<file path="config.mk">
export PLATFORM = sky130hd
export DESIGN_NAME = bus_arbiter_flat
export DESIGN_NICKNAME = d
export VERILOG_FILES = /design/src/rtl/bus_arbiter_if.sv /design/src/rtl/bus_arbiter.sv /design/src/flat_wrapper.sv
export SDC_FILE = /design/constraint.sdc
export NUM_CORES = 1
export LEC_CHECK = 0
export BUFFER_PORTS_ARGS = -buffer_cell sky130_fd_sc_hd__buf_2
export CAP_MARGIN = 20
export CORE_AREA = 2 2 171 173
export CTS_BUF_LIST = sky130_fd_sc_hd__clkbuf_8
export CTS_CLUSTER_SIZE = 8
export DETAILED_ROUTE_END_ITERATION = 8
export DIE_AREA = 0 0 173 175
export PLACE_DENSITY_LB_ADDON = 0.15
export SLEW_MARGIN = 25
export SYNTH_ARGS = -nofsm -noshare
export SYNTH_HDL_FRONTEND = slang
export SYNTH_SLANG_ARGS = --single-unit
</file>
<file path="constraint.sdc">
create_clock -name clk -period 1.98 [get_ports clk]
set_input_delay 0.099 -clock clk [delete_from_list [all_inputs] [get_ports clk]]
set_output_delay 0.099 -clock clk [all_outputs]
set_load 0.01 [all_outputs]
</file>
<file path="src/rtl/bus_arbiter_if.sv">
// Read/write bus bundle shared by the two masters and the downstream slave.
//   ar : read address  (arvalid/arready/araddr)
//   r  : read data     (rvalid/rready/rdata/rresp)
//   aw : write address (awvalid/awready/awaddr)
//   w  : write data    (wvalid/wready/wdata/wstrb)
//   b  : write resp    (bvalid/bready/bresp)
// master modport: the side that issues requests; slave modport: the side that answers.
interface bus_arbiter_if #(
  parameter int ADDR_W = 32,
  parameter int DATA_W = 32
);
  logic              arvalid, arready;
  logic [ADDR_W-1:0] araddr;
  logic              rvalid, rready;
  logic [DATA_W-1:0] rdata;
  logic [1:0]        rresp;
  logic              awvalid, awready;
  logic [ADDR_W-1:0] awaddr;
  logic              wvalid, wready;
  logic [DATA_W-1:0] wdata;
  logic [DATA_W/8-1:0] wstrb;
  logic              bvalid, bready;
  logic [1:0]        bresp;

  modport master (
    output arvalid, araddr, rready, awvalid, awaddr, wvalid, wdata, wstrb, bready,
    input  arready, rvalid, rdata, rresp, awready, wready, bvalid, bresp
  );
  modport slave (
    input  arvalid, araddr, rready, awvalid, awaddr, wvalid, wdata, wstrb, bready,
    output arready, rvalid, rdata, rresp, awready, wready, bvalid, bresp
  );
endinterface

</file>
<file path="src/rtl/bus_arbiter.sv">
// Two-master, single-outstanding bus arbiter.
//   clk, rst : clock, synchronous active-high reset
//   m0       : instruction-fetch master (read channels only; write outputs tied 0)
//   m1       : load/store master (read and write channels)
//   s        : downstream slave port
// Masters alternate round-robin on a tie; within m1 a write beats a read.
// The grant is registered; once granted, a transaction runs to its r/b
// handshake before the arbiter returns to IDLE for exactly one cycle.
module bus_arbiter #(
  parameter int ADDR_W = 32,
  parameter int DATA_W = 32
) (
  input  logic          clk,
  input  logic          rst,
  bus_arbiter_if.slave  m0,
  bus_arbiter_if.slave  m1,
  bus_arbiter_if.master s
);
  typedef enum logic [1:0] {IDLE, RD0, RD1, WR1} state_e;

  state_e state_q, state_d, st;
  logic   last_q, last_d;           // 0 = m0 granted last, 1 = m1
  logic   ar_done_q, ar_done_d;
  logic   aw_done_q, aw_done_d;
  logic   w_done_q, w_done_d;

  logic req0, req1, wr1_req, pick1;
  logic [ADDR_W-1:0] rd_addr;
  logic [DATA_W-1:0] wr_data;

  assign req0    = m0.arvalid;
  assign wr1_req = m1.awvalid | m1.wvalid;
  assign req1    = m1.arvalid | wr1_req;
  // m1 wins when alone, or on a tie when m0 was served last
  assign pick1   = req1 & (~req0 | ~last_q);

  // Outputs are decoded from IDLE while reset is held, so an abandoned
  // transaction drops its handshakes in the reset cycle itself.
  assign st = rst ? IDLE : state_q;

  always_comb begin
    state_d   = state_q;
    last_d    = last_q;
    ar_done_d = ar_done_q;
    aw_done_d = aw_done_q;
    w_done_d  = w_done_q;
    case (state_q)
      IDLE: begin
        if (req0 || req1) begin
          last_d  = pick1;
          state_d = !pick1 ? RD0 : (wr1_req ? WR1 : RD1);
        end
      end
      RD0, RD1: begin
        if (s.arvalid && s.arready) ar_done_d = 1'b1;
        if (s.rvalid && s.rready) begin
          state_d   = IDLE;
          ar_done_d = 1'b0;
        end
      end
      WR1: begin
        if (s.awvalid && s.awready) aw_done_d = 1'b1;
        if (s.wvalid && s.wready)   w_done_d  = 1'b1;
        if (s.bvalid && s.bready) begin
          state_d   = IDLE;
          aw_done_d = 1'b0;
          w_done_d  = 1'b0;
        end
      end
      default: state_d = IDLE;
    endcase
  end

  always_ff @(posedge clk) begin
    if (rst) begin
      state_q   <= IDLE;
      last_q    <= 1'b1;
      ar_done_q <= 1'b0;
      aw_done_q <= 1'b0;
      w_done_q  <= 1'b0;
    end else begin
      state_q   <= state_d;
      last_q    <= last_d;
      ar_done_q <= ar_done_d;
      aw_done_q <= aw_done_d;
      w_done_q  <= w_done_d;
    end
  end

  assign rd_addr = (st == RD1) ? m1.araddr : m0.araddr;
  assign wr_data = m1.wdata;

  always_comb begin
    // payload always muxed through; only valid/ready are gated by state
    s.araddr   = rd_addr;
    s.awaddr   = m1.awaddr;
    s.wdata    = wr_data;
    s.wstrb    = m1.wstrb;
    m0.rdata   = s.rdata;
    m0.rresp   = s.rresp;
    m1.rdata   = s.rdata;
    m1.rresp   = s.rresp;
    m1.bresp   = s.bresp;
    m0.bresp   = '0;
    s.arvalid  = 1'b0;
    s.rready   = 1'b0;
    s.awvalid  = 1'b0;
    s.wvalid   = 1'b0;
    s.bready   = 1'b0;
    m0.arready = 1'b0;
    m0.rvalid  = 1'b0;
    m0.awready = 1'b0;
    m0.wready  = 1'b0;
    m0.bvalid  = 1'b0;
    m1.arready = 1'b0;
    m1.rvalid  = 1'b0;
    m1.awready = 1'b0;
    m1.wready  = 1'b0;
    m1.bvalid  = 1'b0;
    case (st)
      RD0: begin
        s.arvalid  = m0.arvalid & ~ar_done_q;
        m0.arready = s.arready & ~ar_done_q;
        s.rready   = m0.rready;
        m0.rvalid  = s.rvalid;
      end
      RD1: begin
        s.arvalid  = m1.arvalid & ~ar_done_q;
        m1.arready = s.arready & ~ar_done_q;
        s.rready   = m1.rready;
        m1.rvalid  = s.rvalid;
      end
      WR1: begin
        s.awvalid  = m1.awvalid & ~aw_done_q;
        m1.awready = s.awready & ~aw_done_q;
        s.wvalid   = m1.wvalid & ~w_done_q;
        m1.wready  = s.wready & ~w_done_q;
        s.bready   = m1.bready;
        m1.bvalid  = s.bvalid;
      end
      default: ;
    endcase
  end
endmodule

</file>
<file path="src/flat_wrapper.sv">
// flat-port wrapper written by rule: the top's interface ports become plain ports
module bus_arbiter_flat 
#(
  parameter int ADDR_W = 32,
  parameter int DATA_W = 32
)
  (clk, rst, m0_arvalid, m0_araddr, m0_rready, m0_awvalid, m0_awaddr, m0_wvalid, m0_wdata, m0_wstrb, m0_bready, m0_arready, m0_rvalid, m0_rdata, m0_rresp, m0_awready, m0_wready, m0_bvalid, m0_bresp, m1_arvalid, m1_araddr, m1_rready, m1_awvalid, m1_awaddr, m1_wvalid, m1_wdata, m1_wstrb, m1_bready, m1_arready, m1_rvalid, m1_rdata, m1_rresp, m1_awready, m1_wready, m1_bvalid, m1_bresp, s_arvalid, s_araddr, s_rready, s_awvalid, s_awaddr, s_wvalid, s_wdata, s_wstrb, s_bready, s_arready, s_rvalid, s_rdata, s_rresp, s_awready, s_wready, s_bvalid, s_bresp);
  bus_arbiter_if #(.ADDR_W(ADDR_W), .DATA_W(DATA_W)) m0_i ();
  bus_arbiter_if #(.ADDR_W(ADDR_W), .DATA_W(DATA_W)) m1_i ();
  bus_arbiter_if #(.ADDR_W(ADDR_W), .DATA_W(DATA_W)) s_i ();
  input  logic clk;
  input  logic rst;
  input wire logic [$bits(m0_i.arvalid)-1:0] m0_arvalid;
  input wire logic [$bits(m0_i.araddr)-1:0] m0_araddr;
  input wire logic [$bits(m0_i.rready)-1:0] m0_rready;
  input wire logic [$bits(m0_i.awvalid)-1:0] m0_awvalid;
  input wire logic [$bits(m0_i.awaddr)-1:0] m0_awaddr;
  input wire logic [$bits(m0_i.wvalid)-1:0] m0_wvalid;
  input wire logic [$bits(m0_i.wdata)-1:0] m0_wdata;
  input wire logic [$bits(m0_i.wstrb)-1:0] m0_wstrb;
  input wire logic [$bits(m0_i.bready)-1:0] m0_bready;
  output wire logic [$bits(m0_i.arready)-1:0] m0_arready;
  output wire logic [$bits(m0_i.rvalid)-1:0] m0_rvalid;
  output wire logic [$bits(m0_i.rdata)-1:0] m0_rdata;
  output wire logic [$bits(m0_i.rresp)-1:0] m0_rresp;
  output wire logic [$bits(m0_i.awready)-1:0] m0_awready;
  output wire logic [$bits(m0_i.wready)-1:0] m0_wready;
  output wire logic [$bits(m0_i.bvalid)-1:0] m0_bvalid;
  output wire logic [$bits(m0_i.bresp)-1:0] m0_bresp;
  input wire logic [$bits(m1_i.arvalid)-1:0] m1_arvalid;
  input wire logic [$bits(m1_i.araddr)-1:0] m1_araddr;
  input wire logic [$bits(m1_i.rready)-1:0] m1_rready;
  input wire logic [$bits(m1_i.awvalid)-1:0] m1_awvalid;
  input wire logic [$bits(m1_i.awaddr)-1:0] m1_awaddr;
  input wire logic [$bits(m1_i.wvalid)-1:0] m1_wvalid;
  input wire logic [$bits(m1_i.wdata)-1:0] m1_wdata;
  input wire logic [$bits(m1_i.wstrb)-1:0] m1_wstrb;
  input wire logic [$bits(m1_i.bready)-1:0] m1_bready;
  output wire logic [$bits(m1_i.arready)-1:0] m1_arready;
  output wire logic [$bits(m1_i.rvalid)-1:0] m1_rvalid;
  output wire logic [$bits(m1_i.rdata)-1:0] m1_rdata;
  output wire logic [$bits(m1_i.rresp)-1:0] m1_rresp;
  output wire logic [$bits(m1_i.awready)-1:0] m1_awready;
  output wire logic [$bits(m1_i.wready)-1:0] m1_wready;
  output wire logic [$bits(m1_i.bvalid)-1:0] m1_bvalid;
  output wire logic [$bits(m1_i.bresp)-1:0] m1_bresp;
  output wire logic [$bits(s_i.arvalid)-1:0] s_arvalid;
  output wire logic [$bits(s_i.araddr)-1:0] s_araddr;
  output wire logic [$bits(s_i.rready)-1:0] s_rready;
  output wire logic [$bits(s_i.awvalid)-1:0] s_awvalid;
  output wire logic [$bits(s_i.awaddr)-1:0] s_awaddr;
  output wire logic [$bits(s_i.wvalid)-1:0] s_wvalid;
  output wire logic [$bits(s_i.wdata)-1:0] s_wdata;
  output wire logic [$bits(s_i.wstrb)-1:0] s_wstrb;
  output wire logic [$bits(s_i.bready)-1:0] s_bready;
  input wire logic [$bits(s_i.arready)-1:0] s_arready;
  input wire logic [$bits(s_i.rvalid)-1:0] s_rvalid;
  input wire logic [$bits(s_i.rdata)-1:0] s_rdata;
  input wire logic [$bits(s_i.rresp)-1:0] s_rresp;
  input wire logic [$bits(s_i.awready)-1:0] s_awready;
  input wire logic [$bits(s_i.wready)-1:0] s_wready;
  input wire logic [$bits(s_i.bvalid)-1:0] s_bvalid;
  input wire logic [$bits(s_i.bresp)-1:0] s_bresp;
  assign m0_i.arvalid = m0_arvalid;
  assign m0_i.araddr = m0_araddr;
  assign m0_i.rready = m0_rready;
  assign m0_i.awvalid = m0_awvalid;
  assign m0_i.awaddr = m0_awaddr;
  assign m0_i.wvalid = m0_wvalid;
  assign m0_i.wdata = m0_wdata;
  assign m0_i.wstrb = m0_wstrb;
  assign m0_i.bready = m0_bready;
  assign m0_arready = m0_i.arready;
  assign m0_rvalid = m0_i.rvalid;
  assign m0_rdata = m0_i.rdata;
  assign m0_rresp = m0_i.rresp;
  assign m0_awready = m0_i.awready;
  assign m0_wready = m0_i.wready;
  assign m0_bvalid = m0_i.bvalid;
  assign m0_bresp = m0_i.bresp;
  assign m1_i.arvalid = m1_arvalid;
  assign m1_i.araddr = m1_araddr;
  assign m1_i.rready = m1_rready;
  assign m1_i.awvalid = m1_awvalid;
  assign m1_i.awaddr = m1_awaddr;
  assign m1_i.wvalid = m1_wvalid;
  assign m1_i.wdata = m1_wdata;
  assign m1_i.wstrb = m1_wstrb;
  assign m1_i.bready = m1_bready;
  assign m1_arready = m1_i.arready;
  assign m1_rvalid = m1_i.rvalid;
  assign m1_rdata = m1_i.rdata;
  assign m1_rresp = m1_i.rresp;
  assign m1_awready = m1_i.awready;
  assign m1_wready = m1_i.wready;
  assign m1_bvalid = m1_i.bvalid;
  assign m1_bresp = m1_i.bresp;
  assign s_arvalid = s_i.arvalid;
  assign s_araddr = s_i.araddr;
  assign s_rready = s_i.rready;
  assign s_awvalid = s_i.awvalid;
  assign s_awaddr = s_i.awaddr;
  assign s_wvalid = s_i.wvalid;
  assign s_wdata = s_i.wdata;
  assign s_wstrb = s_i.wstrb;
  assign s_bready = s_i.bready;
  assign s_i.arready = s_arready;
  assign s_i.rvalid = s_rvalid;
  assign s_i.rdata = s_rdata;
  assign s_i.rresp = s_rresp;
  assign s_i.awready = s_awready;
  assign s_i.wready = s_wready;
  assign s_i.bvalid = s_bvalid;
  assign s_i.bresp = s_bresp;
  bus_arbiter #(.ADDR_W(ADDR_W), .DATA_W(DATA_W)) u_core (.clk(clk), .rst(rst), .m0(m0_i), .m1(m1_i), .s(s_i));
endmodule
</file>
==> impl_metrics.yaml <==
layout:
  layout-area-overhead-vs-synth_pct: 8.73
  layout.cell_area.non_filler_um2: 2120
  layout.cells.most_common: "buf_2"
  most-common-layout-cells: "buf_2 (121), mux2_2 (32), and3b_1 (6), buf_4 (6), dfxtp_1 (6)"
  drive_above_1_share: 0.780
  count_of_nets_after_finishing: 484
  final-instance-count-excl-fill: 608
  n_fill_cell: 3396
sta:
  timing.final.crit_share: 0.944
  setup_tns_ns: 0
  final.setup.worst_slack_ns: 0.111
  setup_viol: 0
  max_freq_ghz: 0.535
  fin_worst_skew_ns: 0.000971
  rsz0062_at_grt: "no"
  layout_min_cycle_time_ns: 1.87
  drv_slew: 0
  timing.hold.ws_ns: 0.179
  final-hold-violation-count: 0
synthesis:
  synth_sequential_area_ratio: 0.0616
  synthCells: 234
  synth_flop_cell: "dfxtp_1"
  synth_area_leaders: "buf_4 (55%), mux2_2 (18%), dfxtp_1 (6.2%)"
  syn_area_um2: 1950
  count_of_synthesis_stage_warnings_from_yosys: 0
  asyncSetResetFlopFracSynth: 0
  synthDominantAreaCellType: "buf_4"
  avgSynthCellArea_um2: 8.33
  synth_cell_type_count: 26
  synth.top_cell.area_share: 0.551
  synth-seq-cells: 6
  post_synth_edffs: 0
clock_network:
  hold_buffers: 0
  clk_pin_slew_worst_paths_ns: 0.04
  tritoncts_num_sinks: 6
  clock_insertion_delay_worst_skew_ns: 0.23
  cts_buffer_depth: 2
  tritoncts: "yes"
  cts_made_buffers: 3
  htreeDepth: 1
  clk_tree_root_cell: "clkbuf_8"
place:
  placedInstanceArea_um2: 2000
  place.port_buffers: 121
  rd_place_congestion: 0.767
  detailed_place_hpwl_mm: 5.15
  place_ws_ns: 0.0958
  dp_cells: 601
floorplan:
  fp.dieH_um: 175
  die_width_um: 173
  core_area_um2: 28400
  placement_rows: 62
  fp.dieArea_um2: 30300
  initial_core_util: 0.0687
  io_pins: 440
critical_path:
  worst_path_max_fanout: 16
  r2r-end: "u_core.state_q[0]"
  critical_path.startpoint_type: "flop"
  critPathMaxStageDelay_ns: 0.34
  critical_path_required_ns: 1.88
  path_buf_inv: 3
  path_class: "flop to output pin"
  critical-path-slowest-cell: "mux2_2"
  reg2reg_depth: 8
  critical_path.endpoint_type: "output pin"
  worst-endpoint-arrival_ns: 1.77
  r2r_start: "u_core.state_q[1]"
  cp_cell_sequence: "inv_1 -> nor2_4 -> ha_4 -> bufbuf_16 -> mux2_2 -> buf_2"
  critical-path-top-delay-family: "buffers and inverters"
  reg2reg_setup_slack_ns: 0.20
worst_hold_path:
  holdCritPathClass: "input port to flop"
  whs_endpoint: "u_core.ar_done_q"
  timing.hold.worst.start: "s_rvalid"
  min_path_cells: 2
global_routing:
  met2_usage_in_global_routing: 0.0677
  gr-max-usage-layer: "met2"
  gr_util_met3: 0.0189
  global_route_wire_length_before_repair_mm: 8.30
  grt_start_max_net_pins: 18
  total_routing_resource_utilization_after_global_routing: 0.0374
  grt.met1_usage: 0.0361
  first_global_vias: 1380
  number_of_antenna_violations_at_the_first_check_in_global_routing: 1
  grt_residual_overflow: 0
flow_run:
  maxCapViolCount: 0
status:
  run_status: "finished, final reports clean"
drt:
  drt-wirelength-per-cell_um: 9.99
  antenna_left: 0
  vias_per_cell: 2.16
  drt_drc_violations_left: 0
  violation_count_after_the_first_detailed_routing_iteration: 23
  route.final.wire_length_mm: 6.08
  drt_first_pass_iters: 4
  routed-via-count: 1315
power:
  power_switching_uw: 465
  p_per_area_nw_per_um2: 558
  clock_power_share: 0.162
  power.internal_uw: 718
  power.combinational.fraction: 0.703
  p_leak_nw: 0.921
  seq_power_share: 0.135
  switching_share: 0.393
  irDropWorstVdd_mv: 0.152
## stage by stage
step	util	total power, mW
detailed placement	0.0706	0.929
global route	0.0746	1.28
CTS	0.0744	1.21
floorplan	-	0.906
finish	0.0747	1.18
global placement	0.0706	0.938
## worst reg2reg max path: cells and delay by family, from the launching register on
family                   cells  cell delay (ns)
multiplexers                 1             0.13
flip-flops                   1             0.32
adder cells (fa/ha/maj)      1             0.20
AO/OA/AOI/OAI                2             0.55
AND/OR/NAND/NOR              2             0.24
buffers and inverters        2             0.22
## Yosys cell counts, types with 2 or more instances
library cell and instances:
dfxtp_1 6, and2_1 5, buf_2 3, nor2_1 5, nand2_1 2, nand3_1 2, mux2_2 32, buf_4 143
a31oi_1 4, inv_1 4, mux2i_1 3, and3b_1 6, ha_1 6
## how the worst max path moves through the flow
stage | endpoint | cells after the start | start | slack [ns]
global placement | u_core.ar_done_q | 9 | u_core.state_q[0] | 0.11
floorplan | u_core.ar_done_q | 9 | u_core.state_q[0] | 0.24
finish | s_araddr[4] | 6 | u_core.state_q[1] | 0.11
detailed placement | u_core.ar_done_q | 9 | u_core.state_q[0] | 0.1
CTS | s_arvalid | 9 | u_core.state_q[0] | 0.03
global route | s_araddr[6] | 6 | u_core.state_q[1] | 0.006
## cell families after synthesis
logic type,Yosys count,share of synthesized area
buffers and inverters,151,0.572
multiplexers,35,0.200
AND/OR/NAND/NOR,26,0.0867
AO/OA/AOI/OAI,9,0.0392
adder cells (fa/ha/maj),6,0.0385
flip-flops,6,0.0616
other,1,0.00192
## per-layer routing
layer	vias up	routed length (µm)
met5	-	13
met4	2	193
met3	32	805
met2	121	2970
met1	562	2100
li1	598	-
## power by group through the flow
stage,Clock [mW],Sequential [mW],Combinational (mW)
after CTS,0.201,0.159,0.849
final,0.191,0.160,0.831
after floorplan,0,0.159,0.747
after detailed placement,0,0.161,0.768
after global routing,0.206,0.163,0.910
after global placement,0,0.162,0.776
## sequential cells by signal, summed over array words and instances, names as in the netlist
signal            cells
u_core.state_q        2
u_core.last_q         1
u_core.w_done_q       1
u_core.ar_done_q      1
u_core.aw_done_q      1
## cell type report
type	count	area, µm²	share of cell area
Timing Repair Buffer	129	703	0.332
Antenna cell	1	2.50	0.00118
Clock buffer	3	41.3	0.0195
Inverter	4	15.0	0.00708
Multi-Input combinational cell	81	757	0.357
Tap cell	384	480	0.227
Sequential cell	6	120	0.0567
## repair_timing
action,CTS,global route
buffers inserted,2,0
endpoints found under the setup margin,33,16
pin swaps,3,4
gates cloned,1,0
gates resized for setup,4,3
No activity file was read; power rests on OpenSTA's default activity.
